[config.mk]
export PLATFORM = sky130hd
export DESIGN_NAME = hilo_muldiv_ctrl
export DESIGN_NICKNAME = d
export VERILOG_FILES = /design/src/rtl/mips_pkg.sv /design/src/rtl/muldiv_step.sv /design/src/rtl/hilo_muldiv_ctrl.sv
export SDC_FILE = /design/constraint.sdc
export NUM_CORES = 1
export LEC_CHECK = 0
export CAP_MARGIN = 20
export CELL_PAD_IN_SITES_DETAIL_PLACEMENT = 1
export CELL_PAD_IN_SITES_GLOBAL_PLACEMENT = 1
export CORE_ASPECT_RATIO = 1.5
export CORE_MARGIN = 3
export CORE_UTILIZATION = 25
export CTS_CLUSTER_DIAMETER = 120
export DETAILED_ROUTE_END_ITERATION = 6
export PLACE_DENSITY = 0.49
export SYNTH_ARGS = -nofsm -noshare
export SYNTH_HDL_FRONTEND = slang
export SYNTH_HIERARCHICAL = 1
export SYNTH_SLANG_ARGS = --single-unit
[constraint.sdc]
create_clock -name clock -period 3.56 [get_ports clock]
set_clock_uncertainty 0.15 [all_clocks]
set_input_delay 0.712 -clock clock [delete_from_list [all_inputs] [get_ports clock]]
set_output_delay 0.712 -clock clock [all_outputs]
set_load 0.02 [all_outputs]
[src/rtl/mips_pkg.sv]
// Shared definitions for the multiply/divide sequencer: the ALUCtrl
// encodings that select mult/div and the sequencer state type.
package mips_pkg;

    localparam logic [3:0] ALUCTRL_MULT = 4'b1111;
    localparam logic [3:0] ALUCTRL_DIV  = 4'b0011;

    typedef enum logic [1:0] {
        IDLE,
        MUL,
        DIV,
        DONE
    } muldiv_state_t;

endpackage

[src/rtl/muldiv_step.sv]
// One iteration of the multiply/divide datapath, purely combinational.
// Multiply: shift-add on the {carry, upper, lower} product register.
// Divide:   restoring step on {remainder (upper), quotient (lower)}.
module muldiv_step
    import mips_pkg::*;
#(
    parameter int WIDTH = 32
) (
    input  logic             i_is_div,
    input  logic [WIDTH-1:0] i_upper,
    input  logic [WIDTH-1:0] i_lower,
    input  logic [WIDTH-1:0] i_operand,
    output logic [WIDTH-1:0] o_upper,
    output logic [WIDTH-1:0] o_lower
);

    logic [WIDTH:0]   w_sum;
    logic [WIDTH:0]   w_shift_rem;
    logic [WIDTH-1:0] w_trial;
    logic             w_borrow;

    // Compute both candidate next states and pick by mode.
    always_comb begin
        // Multiply: conditional add keeps its carry in bit WIDTH, then
        // the whole register shifts right so the carry lands in upper.
        w_sum = {1'b0, i_upper} + (i_lower[0] ? {1'b0, i_operand} : '0);

        // Divide: shift {rem, quot} left and try subtracting the divisor.
        // The remainder stays below the divisor, so when there is no
        // borrow the difference fits in WIDTH bits.
        w_shift_rem = {i_upper, i_lower[WIDTH-1]};
        w_borrow    = (w_shift_rem < {1'b0, i_operand});
        w_trial     = w_shift_rem[WIDTH-1:0] - i_operand;

        if (i_is_div) begin
            o_upper = w_borrow ? w_shift_rem[WIDTH-1:0] : w_trial;
            o_lower = {i_lower[WIDTH-2:0], ~w_borrow};
        end else begin
            o_upper = w_sum[WIDTH:1];
            o_lower = {w_sum[0], i_lower[WIDTH-1:1]};
        end
    end

endmodule

[src/rtl/hilo_muldiv_ctrl.sv]
// Multi-cycle mult/div sequencer owning the HI/LO registers. Busy stalls
// the pipeline while an operation iterates; done pulses for one cycle
// when HI/LO take the new result.
module hilo_muldiv_ctrl
    import mips_pkg::*;
#(
    parameter int WIDTH = 32
) (
    input  logic             clock,
    input  logic             reset,
    input  logic             start,
    input  logic [3:0]       alu_ctrl,
    input  logic [WIDTH-1:0] operand_a,
    input  logic [WIDTH-1:0] operand_b,
    output logic             busy,
    output logic             done,
    output logic             div_by_zero,
    output logic [WIDTH-1:0] hi,
    output logic [WIDTH-1:0] lo
);

    localparam int CNT_W = $clog2(WIDTH) + 1;
    localparam logic [CNT_W-1:0] LAST_ITER = CNT_W'(WIDTH - 1);

    muldiv_state_t    r_state;
    logic [CNT_W-1:0] r_cnt;
    logic [WIDTH-1:0] r_upper;
    logic [WIDTH-1:0] r_lower;
    logic [WIDTH-1:0] r_operand;
    logic [WIDTH-1:0] r_hi;
    logic [WIDTH-1:0] r_lo;
    logic             r_busy;
    logic             r_done;
    logic             r_dbz;

    logic [WIDTH-1:0] w_next_upper;
    logic [WIDTH-1:0] w_next_lower;
    logic             w_is_div;

    assign w_is_div = (r_state == DIV);

    muldiv_step #(
        .WIDTH (WIDTH)
    ) u_step (
        .i_is_div  (w_is_div),
        .i_upper   (r_upper),
        .i_lower   (r_lower),
        .i_operand (r_operand),
        .o_upper   (w_next_upper),
        .o_lower   (w_next_lower)
    );

    // Sequencer FSM with registered status outputs and HI/LO update.
    always_ff @(posedge clock) begin
        if (reset) begin
            r_state   <= IDLE;
            r_cnt     <= '0;
            r_upper   <= '0;
            r_lower   <= '0;
            r_operand <= '0;
            r_hi      <= '0;
            r_lo      <= '0;
            r_busy    <= 1'b0;
            r_done    <= 1'b0;
            r_dbz     <= 1'b0;
        end else begin
            case (r_state)
                IDLE: begin
                    r_done <= 1'b0;
                    if (start && alu_ctrl == ALUCTRL_MULT) begin
                        // Multiplier sits in lower; multiplicand is added.
                        r_upper   <= '0;
                        r_lower   <= operand_b;
                        r_operand <= operand_a;
                        r_cnt     <= '0;
                        r_busy    <= 1'b1;
                        r_dbz     <= 1'b0;
                        r_state   <= MUL;
                    end else if (start && alu_ctrl == ALUCTRL_DIV) begin
                        if (operand_b == '0) begin
                            // Divide by zero completes immediately.
                            r_hi    <= operand_a;
                            r_lo    <= '1;
                            r_dbz   <= 1'b1;
                            r_done  <= 1'b1;
                            r_state <= DONE;
                        end else begin
                            r_upper   <= '0;
                            r_lower   <= operand_a;
                            r_operand <= operand_b;
                            r_cnt     <= '0;
                            r_busy    <= 1'b1;
                            r_dbz     <= 1'b0;
                            r_state   <= DIV;
                        end
                    end
                end
                MUL, DIV: begin
                    r_upper <= w_next_upper;
                    r_lower <= w_next_lower;
                    r_cnt   <= r_cnt + 1'b1;
                    if (r_cnt == LAST_ITER) begin
                        // Final iteration result goes straight to HI/LO.
                        r_hi    <= w_next_upper;
                        r_lo    <= w_next_lower;
                        r_busy  <= 1'b0;
                        r_done  <= 1'b1;
                        r_state <= DONE;
                    end
                end
                DONE: begin
                    r_done  <= 1'b0;
                    r_state <= IDLE;
                end
                default: begin
                    r_busy  <= 1'b0;
                    r_done  <= 1'b0;
                    r_state <= IDLE;
                end
            endcase
        end
    end

    assign busy        = r_busy;
    assign done        = r_done;
    assign div_by_zero = r_dbz;
    assign hi          = r_hi;
    assign lo          = r_lo;

endmodule

==> results.cfg <==
[die]
start_util = 0.2547
ios = 138
coreArea_um2 = 50930
die_y_um = 285.0
rows = 101
dieArea_um2 = 54710
die_x_um = 192.0

[setup_path]
reg2regPathDepth = 15
critical_path_class = flip-flop to flip-flop
critPathRequiredTime_ns = 3.72
rr_endpoint = hi[30]
r2r_start = r_lower[0]
arrival_ns = 3.60
start_kind = flip-flop
worstPathMaxFanout = 9
rrSetupSlack_ns = 0.12
cp-end-kind = flip-flop

[min_path]
whs_endpoint = r_cnt[5]
hold_path_depth = 1
hp-class = flip-flop to flip-flop
hold_start = r_cnt[5]

[timing]
tns_ns = 0
worst_pin_slew_ns = 0.7735
timing.fmax_mhz = 290.9
hold_slack_ns = 0.3431
slew_viol_final = 0
fin_crit_sh = 0.9655
period_minus_slack_ns = 3.437
setup_slack_ns = 0.1228
slew_headroom = 0.4836
setup-violations-final = 0
hold_violations = 0

[routing]
wl_per_cell_um = 22.75
routed_wl_mm = 55.17
antenna_left = 0
vias = 12850
firstDrtPassIters = 5
drt_iter0_drc = 498
via_per_inst = 5.299
drcViolationCount = 0

[logic_synthesis]
avgSynthCellArea_um2 = 8.143
yosysMostFrequentCell = a21oi_1
synth_ff_type = dfxtp_1
synth_edf_count = 0
synth_area_um2 = 12970
ys_seq_area_frac = 0.2639
yosys.area.top_type = dfxtp_1
synthTopCellsByArea = dfxtp_1 (26%), a21oi_1 (7.2%), ha_1 (6.5%), a211oi_2 (4.9%), nand2_1 (3.8%)
synth-seq-cells = 171
syn_nets = 1733
ys_warn_count = 6
synthTopCellsByCount = a21oi_1 (186), dfxtp_1 (171), nand2_1 (133), clkbuf_1 (79), and2_1 (68)
yosys.area.top_type_share = 0.2639
synth_cells = 1593
synthArstFlopShare = 0
yosysUniqueCellTypes = 79

[placed_design]
dp_hpwl_mm = 40.52
post-place-ws_ns = -0.2011
io_buffers = 137
gp_congestion = 0.8412

[power]
power_density_nw_per_um2 = 678.6
peakVddDrop_uv = 504.7
power_leakage_nw = 6.207

[flow_run]
drv_cap = 0

[cts]
cts_buffers = 17
hold_buffers = 0
cts_sinks = 171
ctsRootBufferMaster = clkbuf_16
cts_buffer_depth = 2
clock_latency_ns = 0.46
cts_tree = built
path_clk_slew_ns = 0.08
cts_max_level = 4

[global_routing]
grt_max_degree = 118
grt_pass1_wl_mm = 85.23
grt_pass1_vias = 13770
grt_use_total = 0.2000
antenna_found_initial = 1
grt_overflow = 0

[outcome]
status = finished, final reports clean

[final_layout]
syn2layout_area_growth_pct = 28.78
fin_nets = 1882
drive_gt1_frac = 0.1954
## metal layers
layer / routed length (um) / part of all wire / track usage / up-vias
li1: - / - / - / 6231
met1: 25160 / 0.46 / 0.2624 / 6376
met2: 27630 / 0.50 / 0.3465 / 199
met3: 1272 / 0.023 / 0.02115 / 43
met4: 1099 / 0.020 / 0.05413 / 0
met5: 0 / 0 / 0 / -
## worst max path at each step
stage	from	endpoint	slack, ns	cells after the start
after floorplan	r_lower[0]	hi[30]	0.40	14
after global placement	r_lower[0]	hi[26]	-0.17	15
after detailed placement	r_lower[0]	hi[28]	-0.20	15
after CTS	r_lower[0]	hi[27]	0.008	14
after global routing	r_lower[0]	hi[23]	-0.03	16
final	r_lower[0]	hi[30]	0.12	15
## stage by stage
| stage | instance area [um^2] | util | total power [mW] | instances |
|---|---|---|---|---|
| 6_report | 16700 | 0.3280 | 11.34 | 2425 |
| 3_3_place_gp | 15710 | 0.3085 | 9.035 | 2386 |
| 3_5_place_dp | 15710 | 0.3085 | 9.092 | 2386 |
| 2_1_floorplan | 12970 | - | 6.548 | 1593 |
| 4_1_cts | 16420 | 0.3225 | 11.25 | 2419 |
| 5_1_grt | 16700 | 0.3280 | 12.08 | 2425 |
## flip-flops by register name, summed over array words and instances, names as in the netlist
name         cells
r_lower         32
busy             1
done             1
hi              32
r_upper         32
div_by_zero      1
r_cnt            6
r_state          2
lo              32
r_operand       32
## critical path, cell delays in order (launching register included)
cell and delay (ns):
dfxtp_2 0.34, buf_6 0.14, and2_1 0.15, ha_1 0.29
buf_4 0.17, a21oi_4 0.15, o21ai_1 0.12, a21oi_4 0.20
o21ai_4 0.08, a21o_4 0.23, a31o_1 0.22, o2111a_1 0.25
a311o_1 0.35, o2bb2ai_4 0.19, mux2i_1 0.17, a211oi_2 0.09
## where the power goes
| group | internal (mW) | switching, mW |
|---|---|---|
| sequential | 2.31 | 0.325 |
| clock | 1.02 | 1.03 |
| combinational | 2.73 | 3.92 |
| total | 6.06 | 5.27 |
## logic make-up (layout without fill, tap and decap cells)
| family | count (synthesis) | count (layout) | synth area share |
|---|---|---|---|
| adder cells (fa/ha/maj) | 69 | 69 | 0.06771 |
| buffers and inverters | 190 | 352 | 0.06791 |
| AND/OR/NAND/NOR | 489 | 489 | 0.2027 |
| XOR/XNOR | 49 | 49 | 0.03309 |
| AO/OA/AOI/OAI | 551 | 551 | 0.3043 |
| flip-flops | 171 | 171 | 0.2639 |
| multiplexers | 74 | 74 | 0.06038 |
| other | 0 | 1 | 0 |
## cells in the final DEF (no fill, tap or decap), types with 44 or more instances in the layout
master	n
a21oi_1	175
dfxtp_1	165
clkdlybuf4s50_1	136
nand2_1	132
buf_4	104
and2_1	66
nor2_1	61
ha_1	58
inv_1	56
a211oi_2	56
nand3_1	50
o21ai_0	49
o211ai_1	44
a211oi_1	44
## what timing repair did
action	in CTS	in global routing
endpoints found under the setup margin	28	46
pin swaps	7	32
setup buffers	1	5
resized for setup	17	61
## layout make-up
cell class,instances,area (um^2)
Clock inverter,15,203.9
Multi-Input combinational cell,1232,9024
Tap cell,669,837.1
Sequential cell,171,3431
Timing Repair Buffer,263,2567
Inverter,57,214.0
Antenna cell,1,2.502
Fill cell,5977,34220
Clock buffer,17,425.4
Power figures use the tool's default switching activity.
